==> config.mk <==
export PLATFORM = sky130hd
export DESIGN_NAME = serial_add_controller
export DESIGN_NICKNAME = d
export VERILOG_FILES = /design/src/rtl/serial_add_controller.sv
export SDC_FILE = /design/constraint.sdc
export NUM_CORES = 1
export LEC_CHECK = 0
export CAP_MARGIN = 20
export CORE_UTILIZATION = 35
export CTS_CLUSTER_DIAMETER = 60
export DETAILED_ROUTE_END_ITERATION = 6
export PLACE_DENSITY_LB_ADDON = 0.2
export SYNTH_ARGS = -nofsm -noshare
export SYNTH_HDL_FRONTEND = slang
export SYNTH_SLANG_ARGS = --single-unit
export TNS_END_PERCENT = 5
==> constraint.sdc <==
create_clock -name clk_in -period 1.47 [get_ports clk_in]
set_clock_uncertainty 0.1 [all_clocks]
set_input_delay 0.441 -clock clk_in [delete_from_list [all_inputs] [get_ports clk_in]]
set_output_delay 0.441 -clock clk_in [all_outputs]
set_load 0.02 [all_outputs]
==> src/rtl/serial_add_controller.sv <==
// Bit-serial add/subtract sequencer: one full-adder cell, LSB first,
// carry held in a flop between bits, result reported with a done pulse.
module bitAdder (
  input  logic A_in,
  input  logic B_in,
  input  logic Carry_in,
  output logic Sum_out,
  output logic Carry_out
);
  assign Sum_out   = A_in ^ B_in ^ Carry_in;
  assign Carry_out = (A_in & B_in) | (Carry_in & (A_in ^ B_in));
endmodule

module serial_add_controller #(
  parameter int WIDTH = 8
) (
  input  logic             clk_in,
  input  logic             reset_in,
  input  logic             start_in,
  input  logic             sub_in,
  input  logic [WIDTH-1:0] A_in,
  input  logic [WIDTH-1:0] B_in,
  output logic             busy_out,
  output logic             done_out,
  output logic [WIDTH-1:0] Sum_out,
  output logic             Carry_out,
  output logic             Overflow_out
);
  localparam int CW = (WIDTH > 2) ? $clog2(WIDTH) : 1;
  localparam logic [CW-1:0] LAST = CW'(WIDTH - 1);

  typedef enum logic [1:0] {
    IDLE = 2'd0,
    RUN  = 2'd1,
    DONE = 2'd2
  } state_t;

  state_t           state_q, state_d;
  logic [WIDTH-1:0] a_q, a_d;
  logic [WIDTH-1:0] b_q, b_d;
  logic [WIDTH-2:0] res_q, res_d;
  logic [CW-1:0]    cnt_q, cnt_d;
  logic             cy_q, cy_d;
  logic [WIDTH-1:0] sum_q, sum_d;
  logic             carry_q, carry_d;
  logic             ovf_q, ovf_d;

  logic             cell_s;
  logic             cell_co;
  logic [WIDTH-1:0] shifted;

  bitAdder u_cell (
    .A_in      (a_q[0]),
    .B_in      (b_q[0]),
    .Carry_in  (cy_q),
    .Sum_out   (cell_s),
    .Carry_out (cell_co)
  );

  assign shifted = {cell_s, res_q};

  always_ff @(posedge clk_in or posedge reset_in) begin
    if (reset_in) begin
      state_q <= IDLE;
      a_q     <= '0;
      b_q     <= '0;
      res_q   <= '0;
      cnt_q   <= '0;
      cy_q    <= 1'b0;
      sum_q   <= '0;
      carry_q <= 1'b0;
      ovf_q   <= 1'b0;
    end else begin
      state_q <= state_d;
      a_q     <= a_d;
      b_q     <= b_d;
      res_q   <= res_d;
      cnt_q   <= cnt_d;
      cy_q    <= cy_d;
      sum_q   <= sum_d;
      carry_q <= carry_d;
      ovf_q   <= ovf_d;
    end
  end

  always_comb begin
    state_d = state_q;
    a_d     = a_q;
    b_d     = b_q;
    res_d   = res_q;
    cnt_d   = cnt_q;
    cy_d    = cy_q;
    sum_d   = sum_q;
    carry_d = carry_q;
    ovf_d   = ovf_q;
    unique case (state_q)
      IDLE: begin
        if (start_in) begin
          a_d     = A_in;
          b_d     = sub_in ? ~B_in : B_in;
          cy_d    = sub_in;
          cnt_d   = '0;
          state_d = RUN;
        end
      end
      RUN: begin
        res_d = shifted[WIDTH-1:1];
        a_d   = a_q >> 1;
        b_d   = b_q >> 1;
        cy_d  = cell_co;
        cnt_d = cnt_q + 1'b1;
        if (cnt_q == LAST) begin
          // cy_q is the carry into the MSB on this last bit
          sum_d   = shifted;
          carry_d = cell_co;
          ovf_d   = cy_q ^ cell_co;
          state_d = DONE;
        end
      end
      DONE:    state_d = IDLE;
      default: state_d = IDLE;
    endcase
  end

  always_comb begin
    busy_out     = (state_q != IDLE);
    done_out     = (state_q == DONE);
    Sum_out      = sum_q;
    Carry_out    = carry_q;
    Overflow_out = ovf_q;
  end
endmodule

==> summary.txt, run 1 <==
Floorplanning
  – Row cnt: 25
  – CORE AREA: 4750 µm²
  – Die X: 72.7 µm
  – Total die area: 5290 µm²
  – Die height: just over 70 µm
  – IO Count: 32
  – Initial Utilization: a little under two fifths

Pwr
  – PD cells: 1840 nW/µm²
  – P_leak: 0.00109 µW
  – Maximum vdd ir drop: 0.000622 V

GRT
  – Vias in the first global route: roughly 1,300
  – Global route total overflow: 0
  – Global-route wire length before repair: 5680 µm
  – Largest net degree at the start of global routing: 40
  – Antenna violations before repair: 0
  – Gr usage total: 14.0%

Drt
  – Drt total wl: approximately 3300 µm
  – DR DRC count: 0
  – Drt initial violations: about 70
  – Via Count: about 1,200
  – Wire per inst: ~13 µm
  – First-pass iteration count of the detailed router: 4
  – Routed Antenna Nets: 0
  – Drt via density: about 5

Job
  – MaxCap Viol Count: 0

Layout
  – Filler cell count: 449
  – ANT cells: 0
  – Fin util: 48.4%
  – Non-Filler Instances: about 250
  – Nets@finish: 204
  – Synth-to-layout area growth: 31.6%
  – Share of layout cells above drive strength 1: between 20% and 30%

Yosys
  – Synth async-reset ratio: between 90% and 100%
  – Top_reg_cell synth: dfrtp_1
  – Mapped cell area: 1750 µm²
  – Seq/Total Area, Yosys: 55.8%
  – Count leader, synth: dfrtp_1
  – Post-synth EDFFs: 0
  – Synth Register Bits: 39
  – Top cells by area, synth: dfrtp_1, mux2_1, a221o_1
  – Post-synth top area cell: dfrtp_1
  – YS warnings: 0
  – Unique masters post-synth: 23
  – Post-synth top area share: 55.8%
  – Avg Cell Area, Syn: 13.0 µm²
  – Post-synth top cells: dfrtp_1, mux2_1, nand2_1, o21ai_1
  – Syn Nets: 158
  – Cells after synthesis: 135

CTS
  – Clock root buffer: clkbuf_8
  – Clock sink total: 39
  – Num CTS Buffers: 5
  – Clk_lat worst skew: 0.29 ns
  – CTS HTree Levels: 2
  – CTS tree: done
  – Clock Pin Slew Worst Setup and Hold Paths: 0.08 ns
  – Clock Tree Buf Depth: 2

STA
  – Final hold viol count: 0
  – Final worst-path cycle share: 111%
  – Period minus WS final: 1.64 ns
  – Final setup fails: 24
  – Worst-Margin Slew: 0.210 ns
  – Maximum clock rate: 610 MHz
  – Unrepaired setup endpoints after global routing: yes
  – Max_slew headroom: 86.0%
  – Final setup margin: -0.168 ns
  – TNS Setup: -0.694 ns
  – Fin. max-slew vios: 0

Placement
  – Routability congestion estimate from global placement: 0.731
  – Placed Cells: about 240
  – DP HPWL: 2330 µm
  – I/O Buffers: 31

Worst setup path
  – Crit start category: flop
  – Critical path peak fanout: 3
  – Worst EP required: just over 0.9 ns
  – Critical path arrival: ~1.1 ns
  – R2R setup slack: -0.04 ns
  – Worst reg2reg startpoint: cnt_q[0]
  – Worst reg2reg path endpoint: Sum_out[2]
  – R2R depth: 4
  – Worst setup path class: reg -> out
  – Crit. End Element: primary output

Hold path
  – Worst Hold Endpoint: res_q[0]
  – Worst Hold Launch: res_q[0]
  – Worst Hold Class: reg -> reg
  – Hold Crit Depth: 1

Outcome
  – Failing checks: setup timing
  – Outcome: complete, but fails checks
==> area by class of cell <==
cell class	count	area, µm²	share of cell area (%)
clock buffers	5	68.8	2.99
clock inverters	3	20.0	0.869
inverters	2	7.51	0.326
multi-input cells	83	708	30.7
flip-flops and latches	39	976	42.4
well taps	67	83.8	3.64
repair buffers	50	439	19.1
==> stage by stage <==
stage               setup WS (ns)  total power, µW  instance area (µm²)  hold slack, ns
finish                     -0.168             4240                 2300           0.389
global route               -0.199             4530                 2300           0.413
floorplan                 -0.0276             2880                 1760           0.350
global placement           -0.376             3490                 2220           0.367
detailed placement         -0.394             3580                 2220           0.379
CTS                        -0.200             4270                 2300           0.397
==> registers in the layout (all words and copies together) (netlist names) <==
register      flops
b_q               8
cnt_q             3
Overflow_out      1
cy_q              1
Sum_out           8
Carry_out         1
a_q               8
state_q           2
res_q             7
==> where the power goes <==
group | switching (µW) | leakage (µW) | internal, µW | total, µW
logic | 813 | 0.000547 | 929 | 1740
registers | 249 | 0.000498 | 1520 | 1770
clock network | 398 | 0.0000402 | 330 | 728
==> worst max-delay path, stage by stage (launching register included) <==
cell	delay [ns]
dfrtp_1	0.41
or2_4	0.27
buf_6	0.13
==> how the worst max path moves through the flow <==
stage,slack (ns),cells after the start,end,startpoint
5_1_grt,-0.20,2,busy_out,state_q[0]
2_1_floorplan,-0.03,5,Carry_out,cnt_q[0]
3_5_place_dp,-0.39,5,b_q[1],start_in
6_report,-0.17,2,busy_out,state_q[0]
3_3_place_gp,-0.38,5,b_q[1],start_in
4_1_cts,-0.20,2,busy_out,state_q[0]
==> metal layers <==
layer	track usage [%]	part of all wire (%)
met5	0	0
met4	5.45	2.0
met3	4.01	5.3
met2	23.7	48
met1	16.9	45
==> kinds of logic after synthesis <==
| logic type | share of synthesized area, % |
|---|---|
| AOI/OAI and AO/OA | 12.5 |
| muxes | 10.9 |
| and+or+nand+nor | 8.79 |
| buffers and inverters | 4.93 |
| xor gates and xnor gates | 4.50 |
| DFF | 55.8 |
| adders and majority gates | 2.57 |
==> cells in the final DEF, fill, tap and decap left out, types with 7 or more instances in the layout <==
| cell type | n |
|---|---|
| dfrtp_1 | 39 |
| clkdlybuf4s50_1 | 18 |
| mux2_1 | 16 |
| buf_4 | 12 |
| nand2_1 | 11 |
| o21ai_1 | 10 |
| buf_2 | 10 |
| xor2_1 | 8 |
| a22oi_1 | 8 |
| buf_6 | 8 |
| and3b_1 | 7 |
| a221o_1 | 7 |
==> timing repair <==
| item | in CTS | in global routing |
|---|---|---|
| pin swaps | 2 | 0 |
| hold buffers | 0 | 0 |
| buffers inserted | 1 | 1 |
| resized for setup | 57 | 4 |
| endpoints found under the setup margin | 37 | 39 |
(Power assumes the default switching activity.)
==> inputs of run 2 (changes only) <==
Settings changed: GPL_TIMING_DRIVEN set to 0.
==> run 2 against run 1 <==
  * The flow still finishes with violations (setup timing)
  * Die area stayed put
  * Clock-buffer cell count is 1 higher
  * Core utilization up 0.21 points
  * Final area up 0.43%
  * Final cell count down 1.6%
  * Highest routed layer unchanged
==> summary.txt, run 2 (same netlist as run 1, synthesis figures left out) <==
CTS
  – CTS HTree Levels: 2
  – Clock sink total: 39
  – Num CTS Buffers: 5
  – Clock Tree Buf Depth: 2
  – Clock Pin Slew Worst Setup and Hold Paths: 0.07 ns
  – CTS tree: done
  – Clk_lat worst skew: 0.29 ns
  – Clock root buffer: clkbuf_8
  – Hold Buf Count CTS: 0

Pwr
  – PD cells: ~1900 nW/µm²
  – Tot Pwr: 4380 µW
  – Maximum vdd ir drop: approximately 0.00064 V
  – P_leak: roughly 0.0011 µW

Layout
  – Filler cell count: approximately 440
  – Most frequent cells in the layout: dfrtp_1, clkdlybuf4s50_1, mux2_1, buf_2, nand2_1
  – ANT cells: 0
  – Nets@finish: 200
  – Most common cell after layout, fill and taps aside: dfrtp_1
  – Synth-to-layout area growth: 32.2%
  – Fin util: 48.7%
  – Share of layout cells above drive strength 1: 24.7%

Worst setup path
  – Max incr delay on CP: 0.40 ns
  – Critical path arrival: 1.32 ns
  – Slowest stage cell, crit path: dfrtp_1
  – Worst EP required: 0.93 ns
  – Crit path cell chain: buf_6 > clkbuf_16 > or2_4 > buf_6
  – Top cell by count, worst path: buf_6
  – Worst reg2reg startpoint: state_q[1]
  – Crit path from: state_q[1]
  – Worst setup path class: reg -> out
  – Crit. End Element: primary output
  – Crit start category: flop
  – Critical path peak fanout: 5

GRT
  – Vias in the first global route: 1,227
  – Global route total overflow: 0
  – Met1 Use GR: 17.1%
  – Global-route wire length before repair: 5630 µm
  – Met2 usage: 23.6%
  – Largest net degree at the start of global routing: 40
  – Antenna violations before repair: 0
  – Global route hottest layer: met2
  – Global Route met3 Usage: 4.28%
  – Gr usage total: roughly 14%

Drt
  – Drt via density: 4.80
  – Drt initial violations: 59
  – Via Count: 1,176
  – DR DRC count: 0
  – Routed Antenna Nets: 0
  – Drt total wl: between 3000 and 4000 µm
  – First-pass iteration count of the detailed router: 3
  – Wire per inst: ~14 µm

Floorplanning
  – Initial Utilization: between 30% and 40%
  – Row cnt: 25
  – IO Count: 32
  – Die X: 72.7 µm
  – Die height: 72.7 µm
  – CORE AREA: 4750 µm²
  – Total die area: roughly 5300 µm²

STA
  – Fin. max-slew vios: 0
  – Final setup fails: 19
  – Worst-Margin Slew: 0.796 ns
  – Max_slew headroom: 46.9%
  – Period minus WS final: roughly 1.9 ns
  – Final worst-path cycle share: 126%
  – Final setup margin: -0.386 ns
  – Final hold viol count: 0
  – Unrepaired setup endpoints after global routing: yes
  – Maximum clock rate: 539 MHz

Placement
  – I/O Buffers: 30
  – DP HPWL: 2280 µm
  – Routability congestion estimate from global placement: 0.746

Outcome
  – Failing checks: setup timing
  – Outcome: complete, but fails checks

Hold path
  – Worst Hold Launch: Sum_out[4]
  – Worst Hold Class: reg -> reg

Job
  – MaxCap Viol Count: 0
[run 2: cell type report]
| cell class | count | area [µm²] | share of cell area (%) |
|---|---|---|---|
| Clock inverter | 2 | 35.0 | 1.51 |
| Tap cell | 67 | 83.8 | 3.62 |
| Clock buffer | 6 | 82.6 | 3.57 |
| Timing Repair Buffer | 35 | 290 | 12.5 |
| Inverter | 2 | 7.51 | 0.324 |
| Buffer | 11 | 125 | 5.41 |
| Sequential cell | 39 | 976 | 42.2 |
| Multi-Input combinational cell | 83 | 713 | 30.8 |
[run 2: repair_timing]
| action | 4_1_cts | 5_1_grt |
|---|---|---|
| gates cloned | 0 | 0 |
| gates resized for setup | 63 | 4 |
| setup buffers | 5 | 0 |
| pin swaps | 3 | 0 |
| setup endpoints to repair | 28 | 39 |
[run 2: power by group]
part / switching [µW] / leakage, µW / internal [µW]
logic: 802 / 0.000523 / 883
registers: 261 / 0.000498 / 1520
clock network: 366 / 0.0000612 / 549
total: 1430 / 0.00108 / 2950
[run 2: worst max-delay path: cells and delay by family, from the launching register on]
kind                   cells  cell delay [ns]
AND/OR/NAND/NOR            1             0.23
buffers and inverters      3             0.40
flip-flops                 1             0.40
[run 2: routing by layer]
metal  vias to the layer above  part of all wire (%)
met2                        24                    50
li1                        561                     -
met1                       585                    44
met4                         0                   1.2
met3                         6                   4.0
met5                         -                     0
[run 2: worst paths after layout]
check	to	slack, ns	cells after the start
max	busy_out	-0.39	4
min	Sum_out[4]	0.39	1
max reg2reg	b_q[3]	-0.15	5
min reg2reg	Sum_out[4]	0.39	1
max in group asynchronous	a_q[0]	0.24	2
min in group asynchronous	b_q[5]	0.53	2
[run 2: per-stage QoR]
stage	area [µm²]	worst slack, ns	hold WS, ns	std cells	setup TNS (ns)
after global routing	2310	-0.438	0.400	245	-3.60
final	2310	-0.386	0.386	245	-2.20
after CTS	2330	-0.393	0.387	245	-2.12
after global placement	2150	-0.755	0.368	232	-37.50
after detailed placement	2150	-0.615	0.371	232	-14.92
after floorplan	1760	-0.0276	0.350	135	-0.216
